$ cat config.mk
export PLATFORM = sky130hd
export DESIGN_NAME = exception_unit_flat
export DESIGN_NICKNAME = d
export VERILOG_FILES = /design/src/rtl/exception_unit_if.sv /design/src/rtl/exception_unit.sv /design/src/flat_wrapper.sv
export SDC_FILE = /design/constraint.sdc
export NUM_CORES = 1
export LEC_CHECK = 0
export CAP_MARGIN = 20
export CORE_MARGIN = 3
export CORE_UTILIZATION = 42
export DETAILED_ROUTE_END_ITERATION = 12
export PLACE_DENSITY_LB_ADDON = 0.2
export SLEW_MARGIN = 5
export SYNTH_ARGS = -nofsm -noshare
export SYNTH_HDL_FRONTEND = slang
export SYNTH_SLANG_ARGS = --single-unit
$ cat constraint.sdc
create_clock -name clk -period 5.65 [get_ports clk]
set_input_delay 1.13 -clock clk [delete_from_list [all_inputs] [get_ports clk]]
set_output_delay 1.13 -clock clk [all_outputs]
set_load 0.01 [all_outputs]
$ cat src/rtl/exception_unit_if.sv
// Bundle between the commit stage / COP0 and the exception arbiter.
// The pipeline side uses master; the arbiter uses slave.
interface exception_unit_if;
    logic        commit_valid;
    logic        commit_stall;
    logic [31:0] commit_pc;
    logic        commit_in_ds;
    logic        if_adel;
    logic        id_ri;
    logic        id_syscall;
    logic        id_break;
    logic        ex_ov;
    logic        mem_adel;
    logic        mem_ades;
    logic        commit_eret;
    logic [31:0] mem_addr;
    logic [5:0]  hw_int;
    logic [31:0] cp0_status;
    logic [31:0] cp0_cause;
    logic [31:0] cp0_epc;
    logic        exp_en;
    logic        exp_badvaddr_en;
    logic        exp_bd;
    logic [31:0] exp_badvaddr;
    logic [31:0] exp_epc;
    logic [4:0]  exp_code;
    logic        eret_clr;
    logic        flush;
    logic        redirect_valid;
    logic [31:0] redirect_pc;

    modport master (
        output commit_valid, commit_stall, commit_pc, commit_in_ds,
               if_adel, id_ri, id_syscall, id_break, ex_ov, mem_adel, mem_ades,
               commit_eret, mem_addr, hw_int, cp0_status, cp0_cause, cp0_epc,
        input  exp_en, exp_badvaddr_en, exp_bd, exp_badvaddr, exp_epc, exp_code,
               eret_clr, flush, redirect_valid, redirect_pc
    );

    modport slave (
        input  commit_valid, commit_stall, commit_pc, commit_in_ds,
               if_adel, id_ri, id_syscall, id_break, ex_ov, mem_adel, mem_ades,
               commit_eret, mem_addr, hw_int, cp0_status, cp0_cause, cp0_epc,
        output exp_en, exp_badvaddr_en, exp_bd, exp_badvaddr, exp_epc, exp_code,
               eret_clr, flush, redirect_valid, redirect_pc
    );
endinterface

$ cat src/rtl/exception_unit.sv
// Commit-stage exception arbiter: prioritises per-stage faults and interrupts,
// emits the one-cycle COP0 strobe, then flushes and redirects fetch.
module exception_unit #(
    parameter logic [31:0] EXC_VECTOR   = 32'hBFC0_0380,
    parameter int          FLUSH_CYCLES = 2
) (
    input  logic clk,
    input  logic rst,
    exception_unit_if.slave bus
);
    localparam logic [3:0] FLUSH_LOAD = 4'(FLUSH_CYCLES - 1);

    typedef enum logic {IDLE, FLUSH} state_t;

    state_t      state_reg, state_next;
    logic [3:0]  cnt_reg, cnt_next;
    logic [5:0]  int_meta_reg, int_sync_reg;

    logic        exp_en_reg, exp_en_next;
    logic        exp_badvaddr_en_reg, exp_badvaddr_en_next;
    logic        exp_bd_reg, exp_bd_next;
    logic [31:0] exp_badvaddr_reg, exp_badvaddr_next;
    logic [31:0] exp_epc_reg, exp_epc_next;
    logic [4:0]  exp_code_reg, exp_code_next;
    logic        eret_clr_reg, eret_clr_next;
    logic        redirect_valid_reg, redirect_valid_next;
    logic [31:0] redirect_pc_reg, redirect_pc_next;

    logic        int_req, evaluate, exc_hit, exc_bv_en;
    logic [4:0]  exc_code;
    logic [31:0] exc_bv;

    // Two-flop synchroniser per interrupt line.
    generate
        for (genvar gi = 0; gi < 6; gi++) begin : g_int_sync
            always_ff @(posedge clk or negedge rst) begin
                if (!rst) begin
                    int_meta_reg[gi] <= 1'b0;
                    int_sync_reg[gi] <= 1'b0;
                end else begin
                    int_meta_reg[gi] <= bus.hw_int[gi];
                    int_sync_reg[gi] <= int_meta_reg[gi];
                end
            end
        end
    endgenerate

    assign int_req  = bus.cp0_status[0] && !bus.cp0_status[1] &&
                      (({int_sync_reg, bus.cp0_cause[9:8]} & bus.cp0_status[15:8]) != 8'd0);
    assign evaluate = (state_reg == IDLE) && bus.commit_valid && !bus.commit_stall;

    always_comb begin
        exc_hit   = 1'b1;
        exc_code  = 5'd0;
        exc_bv_en = 1'b0;
        exc_bv    = 32'd0;
        if (int_req) begin
            exc_code = 5'd0;
        end else if (bus.if_adel) begin
            exc_code  = 5'd4;
            exc_bv_en = 1'b1;
            exc_bv    = bus.commit_pc;
        end else if (bus.id_ri) begin
            exc_code = 5'd10;
        end else if (bus.id_syscall) begin
            exc_code = 5'd8;
        end else if (bus.id_break) begin
            exc_code = 5'd9;
        end else if (bus.ex_ov) begin
            exc_code = 5'd12;
        end else if (bus.mem_adel) begin
            exc_code  = 5'd4;
            exc_bv_en = 1'b1;
            exc_bv    = bus.mem_addr;
        end else if (bus.mem_ades) begin
            exc_code  = 5'd5;
            exc_bv_en = 1'b1;
            exc_bv    = bus.mem_addr;
        end else begin
            exc_hit = 1'b0;
        end
    end

    always_comb begin
        state_next           = state_reg;
        cnt_next             = cnt_reg;
        exp_en_next          = 1'b0;
        eret_clr_next        = 1'b0;
        redirect_valid_next  = 1'b0;
        exp_badvaddr_en_next = exp_badvaddr_en_reg;
        exp_bd_next          = exp_bd_reg;
        exp_badvaddr_next    = exp_badvaddr_reg;
        exp_epc_next         = exp_epc_reg;
        exp_code_next        = exp_code_reg;
        redirect_pc_next     = redirect_pc_reg;
        unique case (state_reg)
            IDLE: begin
                if (evaluate && (exc_hit || bus.commit_eret)) begin
                    state_next          = FLUSH;
                    cnt_next            = FLUSH_LOAD;
                    redirect_valid_next = 1'b1;
                    if (exc_hit) begin
                        exp_en_next          = 1'b1;
                        exp_code_next        = exc_code;
                        exp_bd_next          = bus.commit_in_ds;
                        exp_epc_next         = bus.commit_in_ds ? bus.commit_pc - 32'd4 : bus.commit_pc;
                        exp_badvaddr_en_next = exc_bv_en;
                        exp_badvaddr_next    = exc_bv;
                        redirect_pc_next     = EXC_VECTOR;
                    end else begin
                        eret_clr_next    = 1'b1;
                        redirect_pc_next = bus.cp0_epc;
                    end
                end
            end
            FLUSH: begin
                if (cnt_reg == 4'd0) state_next = IDLE;
                else                 cnt_next   = cnt_reg - 4'd1;
            end
            default: state_next = IDLE;
        endcase
    end

    always_ff @(posedge clk or negedge rst) begin
        if (!rst) begin
            state_reg           <= IDLE;
            cnt_reg             <= 4'd0;
            exp_en_reg          <= 1'b0;
            exp_badvaddr_en_reg <= 1'b0;
            exp_bd_reg          <= 1'b0;
            exp_badvaddr_reg    <= 32'd0;
            exp_epc_reg         <= 32'd0;
            exp_code_reg        <= 5'd0;
            eret_clr_reg        <= 1'b0;
            redirect_valid_reg  <= 1'b0;
            redirect_pc_reg     <= 32'd0;
        end else begin
            state_reg           <= state_next;
            cnt_reg             <= cnt_next;
            exp_en_reg          <= exp_en_next;
            exp_badvaddr_en_reg <= exp_badvaddr_en_next;
            exp_bd_reg          <= exp_bd_next;
            exp_badvaddr_reg    <= exp_badvaddr_next;
            exp_epc_reg         <= exp_epc_next;
            exp_code_reg        <= exp_code_next;
            eret_clr_reg        <= eret_clr_next;
            redirect_valid_reg  <= redirect_valid_next;
            redirect_pc_reg     <= redirect_pc_next;
        end
    end

    // flush decodes the state register so an asynchronous reset drops it at once.
    assign bus.flush           = (state_reg == FLUSH);
    assign bus.exp_en          = exp_en_reg;
    assign bus.exp_badvaddr_en = exp_badvaddr_en_reg;
    assign bus.exp_bd          = exp_bd_reg;
    assign bus.exp_badvaddr    = exp_badvaddr_reg;
    assign bus.exp_epc         = exp_epc_reg;
    assign bus.exp_code        = exp_code_reg;
    assign bus.eret_clr        = eret_clr_reg;
    assign bus.redirect_valid  = redirect_valid_reg;
    assign bus.redirect_pc     = redirect_pc_reg;

    logic unused_bits;
    assign unused_bits = ^{bus.cp0_status[31:16], bus.cp0_status[7:2],
                           bus.cp0_cause[31:10], bus.cp0_cause[7:0]};
endmodule

$ cat src/flat_wrapper.sv
// flat-port wrapper written by rule: the top's interface ports become plain ports
module exception_unit_flat 
#(
    parameter logic [31:0] EXC_VECTOR   = 32'hBFC0_0380,
    parameter int          FLUSH_CYCLES = 2
)
  (clk, rst, bus_commit_valid, bus_commit_stall, bus_commit_pc, bus_commit_in_ds, bus_if_adel, bus_id_ri, bus_id_syscall, bus_id_break, bus_ex_ov, bus_mem_adel, bus_mem_ades, bus_commit_eret, bus_mem_addr, bus_hw_int, bus_cp0_status, bus_cp0_cause, bus_cp0_epc, bus_exp_en, bus_exp_badvaddr_en, bus_exp_bd, bus_exp_badvaddr, bus_exp_epc, bus_exp_code, bus_eret_clr, bus_flush, bus_redirect_valid, bus_redirect_pc);
  exception_unit_if bus_i ();
  input  logic clk;
  input  logic rst;
  input wire logic [$bits(bus_i.commit_valid)-1:0] bus_commit_valid;
  input wire logic [$bits(bus_i.commit_stall)-1:0] bus_commit_stall;
  input wire logic [$bits(bus_i.commit_pc)-1:0] bus_commit_pc;
  input wire logic [$bits(bus_i.commit_in_ds)-1:0] bus_commit_in_ds;
  input wire logic [$bits(bus_i.if_adel)-1:0] bus_if_adel;
  input wire logic [$bits(bus_i.id_ri)-1:0] bus_id_ri;
  input wire logic [$bits(bus_i.id_syscall)-1:0] bus_id_syscall;
  input wire logic [$bits(bus_i.id_break)-1:0] bus_id_break;
  input wire logic [$bits(bus_i.ex_ov)-1:0] bus_ex_ov;
  input wire logic [$bits(bus_i.mem_adel)-1:0] bus_mem_adel;
  input wire logic [$bits(bus_i.mem_ades)-1:0] bus_mem_ades;
  input wire logic [$bits(bus_i.commit_eret)-1:0] bus_commit_eret;
  input wire logic [$bits(bus_i.mem_addr)-1:0] bus_mem_addr;
  input wire logic [$bits(bus_i.hw_int)-1:0] bus_hw_int;
  input wire logic [$bits(bus_i.cp0_status)-1:0] bus_cp0_status;
  input wire logic [$bits(bus_i.cp0_cause)-1:0] bus_cp0_cause;
  input wire logic [$bits(bus_i.cp0_epc)-1:0] bus_cp0_epc;
  output wire logic [$bits(bus_i.exp_en)-1:0] bus_exp_en;
  output wire logic [$bits(bus_i.exp_badvaddr_en)-1:0] bus_exp_badvaddr_en;
  output wire logic [$bits(bus_i.exp_bd)-1:0] bus_exp_bd;
  output wire logic [$bits(bus_i.exp_badvaddr)-1:0] bus_exp_badvaddr;
  output wire logic [$bits(bus_i.exp_epc)-1:0] bus_exp_epc;
  output wire logic [$bits(bus_i.exp_code)-1:0] bus_exp_code;
  output wire logic [$bits(bus_i.eret_clr)-1:0] bus_eret_clr;
  output wire logic [$bits(bus_i.flush)-1:0] bus_flush;
  output wire logic [$bits(bus_i.redirect_valid)-1:0] bus_redirect_valid;
  output wire logic [$bits(bus_i.redirect_pc)-1:0] bus_redirect_pc;
  assign bus_i.commit_valid = bus_commit_valid;
  assign bus_i.commit_stall = bus_commit_stall;
  assign bus_i.commit_pc = bus_commit_pc;
  assign bus_i.commit_in_ds = bus_commit_in_ds;
  assign bus_i.if_adel = bus_if_adel;
  assign bus_i.id_ri = bus_id_ri;
  assign bus_i.id_syscall = bus_id_syscall;
  assign bus_i.id_break = bus_id_break;
  assign bus_i.ex_ov = bus_ex_ov;
  assign bus_i.mem_adel = bus_mem_adel;
  assign bus_i.mem_ades = bus_mem_ades;
  assign bus_i.commit_eret = bus_commit_eret;
  assign bus_i.mem_addr = bus_mem_addr;
  assign bus_i.hw_int = bus_hw_int;
  assign bus_i.cp0_status = bus_cp0_status;
  assign bus_i.cp0_cause = bus_cp0_cause;
  assign bus_i.cp0_epc = bus_cp0_epc;
  assign bus_exp_en = bus_i.exp_en;
  assign bus_exp_badvaddr_en = bus_i.exp_badvaddr_en;
  assign bus_exp_bd = bus_i.exp_bd;
  assign bus_exp_badvaddr = bus_i.exp_badvaddr;
  assign bus_exp_epc = bus_i.exp_epc;
  assign bus_exp_code = bus_i.exp_code;
  assign bus_eret_clr = bus_i.eret_clr;
  assign bus_flush = bus_i.flush;
  assign bus_redirect_valid = bus_i.redirect_valid;
  assign bus_redirect_pc = bus_i.redirect_pc;
  exception_unit #(.EXC_VECTOR(EXC_VECTOR), .FLUSH_CYCLES(FLUSH_CYCLES)) u_core (.clk(clk), .rst(rst), .bus(bus_i));
endmodule
Word-level counts from Yosys, hierarchy flattened
Index checks and enable logic that the tools add are counted.
- input bits: 179
- bits in registers: 123
- logic and storage cells: 87
- output and inout bits: 107
- add/subtract/negate cells: 2
- muxes and demuxes: 45
- reductions and logical operators: 13
- equality and inequality tests: 2
- bitwise operators: 2
- operator list (cell ; number):
    32-bit two-way mux ; 10
    5-bit two-way mux ; 7
    32-bit by 3-bit subtractor with 32-bit output (second input constant) ; 1
    1-bit two-way mux ; 23
    8-bit bitwise AND ; 1
    4-bit two-way mux ; 2
    4-bit one-hot mux with 2 select lines ; 1
    8-bit nonzero test ; 1
    1-bit logical AND ; 5
    4-bit logical NOT ; 1
    2-bit != test (second input constant) ; 2
    2-bit AND reduction ; 2
    4-bit by 1-bit subtractor with 4-bit output (second input constant) ; 1
    3-bit two-way mux ; 1
    3-bit AND reduction ; 1
    1-bit logical NOT ; 2
    1-bit one-hot mux with 2 select lines ; 1
    1-bit logical OR ; 1
    1-bit NOT ; 1

Depth between registers and ports, before layout
- word-level depth: 12
- gate-level depth with buffers: 7
- depth with buffers taken out: 7

Worst setup path before layout
Ideal clock, no wire load.
- path type: input to register
- start: input port bus_commit_pc[13]
- end: register u_core.exp_epc_reg[28], in the netlist u_core.bus.exp_epc[28]
- required time: 5.520 ns
- setup slack: 3.032 ns
- path buffers: 0
- arrival: 2.487 ns
- setup time: 0.130 ns
- stages on the path: 5
- cell sequence: or4_4 -> nor4b_4 -> nand4b_1 -> xor2_1 -> o21ai_2
- word-level cells in the longest chain between the ends: 2
- ends and longest elaborated chain (element ; line ; source):
    from (decl) ; flat_wrapper.sv:13 ; input wire logic [$bits(bus_i.commit_pc)-1:0] bus_commit_pc;
    32-bit by 3-bit subtractor with 32-bit output ; exception_unit.sv:106 ; exp_epc_next = bus.commit_in_ds ? bus.commit_pc - 32'd4 : bus.commit_pc;
    32-bit two-way mux ; exception_unit.sv:106 ;
    to (signal assigned) ; exception_unit.sv:144 ; exp_epc_reg <= exp_epc_next;
    to (decl) ; exception_unit.sv:23 ; logic [31:0] exp_epc_reg, exp_epc_next;
No other way between the ends.
A chain may end at the register's enable or synchronous reset.

Final worst setup path
- start: input port bus_cp0_cause[8]
- end: register u_core.exp_badvaddr_reg[5], in the netlist u_core.bus.exp_badvaddr[5]
- word-level cells in the longest chain between the ends: 7
- elaborated cells between the ends (all ways): 8
- classes of those cells: 2 x mux; 1 x bitwise; 5 x reduce/logical
- ends and longest elaborated chain (element ; line ; source):
    from (decl) ; flat_wrapper.sv:26 ; input wire logic [$bits(bus_i.cp0_cause)-1:0] bus_cp0_cause;
    8-bit bitwise AND * ; exception_unit.sv:49 ; (({int_sync_reg, bus.cp0_cause[9:8]} & bus.cp0_status[15:8]) != 8'd0);
    8-bit nonzero test * ; exception_unit.sv:49 ;
    1-bit logical AND * ; exception_unit.sv:48 ; assign int_req = bus.cp0_status[0] && !bus.cp0_status[1] &&
    1-bit two-way mux ; exception_unit.sv:57 ; if (int_req) begin
    1-bit logical OR ; exception_unit.sv:98 ; if (evaluate && (exc_hit || bus.commit_eret)) begin
    1-bit logical AND ; exception_unit.sv:98 ;
    3-bit AND reduction (no line) ; -- ;
    to (signal assigned) ; exception_unit.sv:143 ; exp_badvaddr_reg <= exp_badvaddr_next;
    to (decl) ; exception_unit.sv:22 ; logic [31:0] exp_badvaddr_reg, exp_badvaddr_next;
Mark *: on every way between the ends. The rest lies on a longest branch, timed or not.

==> results.cfg <==
[outcome]
status = finished clean

[synthesis]
syn_avg_cell_area_um2 = 11.0
ys_ff_latch = 122
synth_ff_type = dfrtp_1
yosys-top-cells-area = dfrtp_1, mux2i_1, nand2_1
async_flop_share_pct = 100
yosysSeqAreaShare_pct = 57.6
synth_top_area_cell = dfrtp_1
synthCells = 483
synth-edff-count = 0
synth.top_cell.area_share_pct = 57.6
yosysWarnings = 0
synth.most_common_cell = dfrtp_1
syn_nets = 664
synth_commonest_cells = dfrtp_1, nand2_1, o21ai_0
ys_types = 46
syn-cell-area_um2 = 5300

[cts]
cts_tree = yes
htreeDepth = 4
cts_root_buf = clkbuf_16
ctsResizeCount = 0
clk-insertion-delay-late_ns = 0.41
clkTransAtPathRegs_ns = 0.05
cts_setup_buffers = 0
ctsLongestPathBuffers = 2
numCtsBuffers = 17
cts.sinks = 122
cts_hold_buf = 0

[routing]
drc_errors = 0
drtPass1Iterations = 4
vias = 4466
wl_per_cell_um = 16.4
drt_wl_total_um = 14700
drtIter0Drc = 271
postRouteAntennaNets = 0
post_drt_via_cell_ratio = 4.98

[power]
clkPwrFrac_pct = 34.5
cellLeakagePower_nw = 3.60
cell_internal_pwr_mw = 2.55
total_power_mw = 3.57
p_comb_share_pct = 30.1
swShare_pct = 28.4
seq_power_share_pct = 35.4
p_sw_mw = 1.01
pwr_density_cell_nw_per_um2 = 421
ir_worst_vdd_uv = 254

[worst_setup_path]
arrival_ns = 3.40
path_class = input port to register
end_kind = register
cp-start-kind = input port
path_max_fanout = 18
cp.required_ns = 5.93

[global_routing]
grt_max_degree = 80
grt_pass1_vias = 4644
grt_pass1_wl_um = 24000
grtUsageTotal_pct = 21.4
grt_antenna_before_repair = 0
overflow = 0

[final_layout]
nets = 896
area_growth_pct = 59.6
final_layout_size_suffix_gt1_share_pct = 7.69
finalNonFillerCells = 896
diodes = 0
design_area_um2 = 8470
finish.utilization_pct = 69.6

[sta]
rsz0062_at_grt = false
slew_violations = 0
hold_viol = 0
fin_crit_ns = 3.12
period_share_pct = 55.2
worstMarginPinSlew_ns = 0.974
layout_setup_ws_ns = 2.53
setup_viol = 0
fin_skew_ns = 0.00633
hold_ws_ns = 0.346
clock.fmax_mhz = 320
relSlewSlack_pct = 35.1
finalSetupTns_ns = 0

[die]
rows = 40
core_area_um2 = 12200
die_x_um = 118
boundaryPins = 286
initial_utilization_pct = 43.6
die_h_um = 118
die-area_um2 = 14000

[place]
place.gp.congestion = 0.790
dpl.hpwl_um = 10600
io_buffers = 232
place_area_um2 = 7780
dp_worst_setup_slack_ns = 1.72
dpl.cell_count = 863

[worst_hold_path]
hold_path.class = register to register

[run]
drv_cap = 0
## critical path, stage by stage
cell	delay, ns
clkdlybuf4s50_1	0.46
a22oi_1	0.08
a41oi_1	0.75
or3b_1	0.61
buf_8	0.24
o21ai_0	0.12
## worst paths after layout
kind | start | end | slack, ns | cells past startpoint
max | bus_cp0_cause[8] | u_core.bus.exp_badvaddr[5] | 2.53 | 6
max reg2reg | u_core.bus.flush | u_core.bus.exp_badvaddr[5] | 3.33 | 4
max in group asynchronous | rst | u_core.bus.exp_badvaddr[30] | 3.63 | 2
min in group asynchronous | rst | u_core.bus.redirect_pc[12] | 0.88 | 1
min | u_core.int_meta_reg[3] | u_core.int_sync_reg[3] | 0.35 | 0
min reg2reg | u_core.int_meta_reg[3] | u_core.int_sync_reg[3] | 0.35 | 0
## kinds of logic after synthesis
| family | Yosys count | share of synthesized area, % |
|---|---|---|
| and+or+nand+nor | 149 | 14.0 |
| DFF | 122 | 57.6 |
| AOI/OAI and AO/OA | 112 | 14.0 |
| muxes | 34 | 6.46 |
| buffers and inverters | 34 | 2.69 |
| xor gates and xnor gates | 29 | 4.79 |
| adders and majority gates | 2 | 0.472 |
| other | 1 | 0.0707 |
## routing by layer
metal | track usage (%) | part of all wire [%] | wire, um | vias up
met5 | 0 | 0 | 0 | -
met4 | 6.37 | 0.97 | 143 | 0
met3 | 7.37 | 6.4 | 941 | 13
met2 | 36.6 | 52 | 7680 | 148
met1 | 25.6 | 40 | 5950 | 2142
li1 | - | - | - | 2163
## final cells by class
type                       count  area [um2]
clock buffer                  18         429
clock inverter                14         244
fill                         937        3700
inverter                       9        33.8
multi-input combinational    327        2130
sequential                   122        3050
tap                          168         210
timing repair buffer         238        2370
## power groups by stage
stage,Clock [mW],Sequential (mW),Combinational [mW]
2_1_floorplan,0,1.37,0.294
4_1_cts,1.25,1.27,1.09
3_5_place_dp,0,1.28,1.09
5_1_grt,1.29,1.30,1.17
3_3_place_gp,0,1.26,1.07
6_report,1.23,1.26,1.07
## placed cells by master, fill, tap and decap left out, types with 7 or more instances in the layout
cell / Yosys / routed
xor2_1: 17 / 17
a22o_1: 20 / 20
o21ai_0: 53 / 53
dfrtp_1: 122 / 122
clkbuf_16: 0 / 17
nor4_1: 7 / 7
clkdlybuf4s50_1: 0 / 230
mux2i_1: 32 / 32
o22a_1: 12 / 12
inv_1: 7 / 7
nand2_1: 85 / 85
nor2_1: 19 / 19
xnor2_1: 12 / 12
No activity file was read; power rests on OpenSTA's default activity.
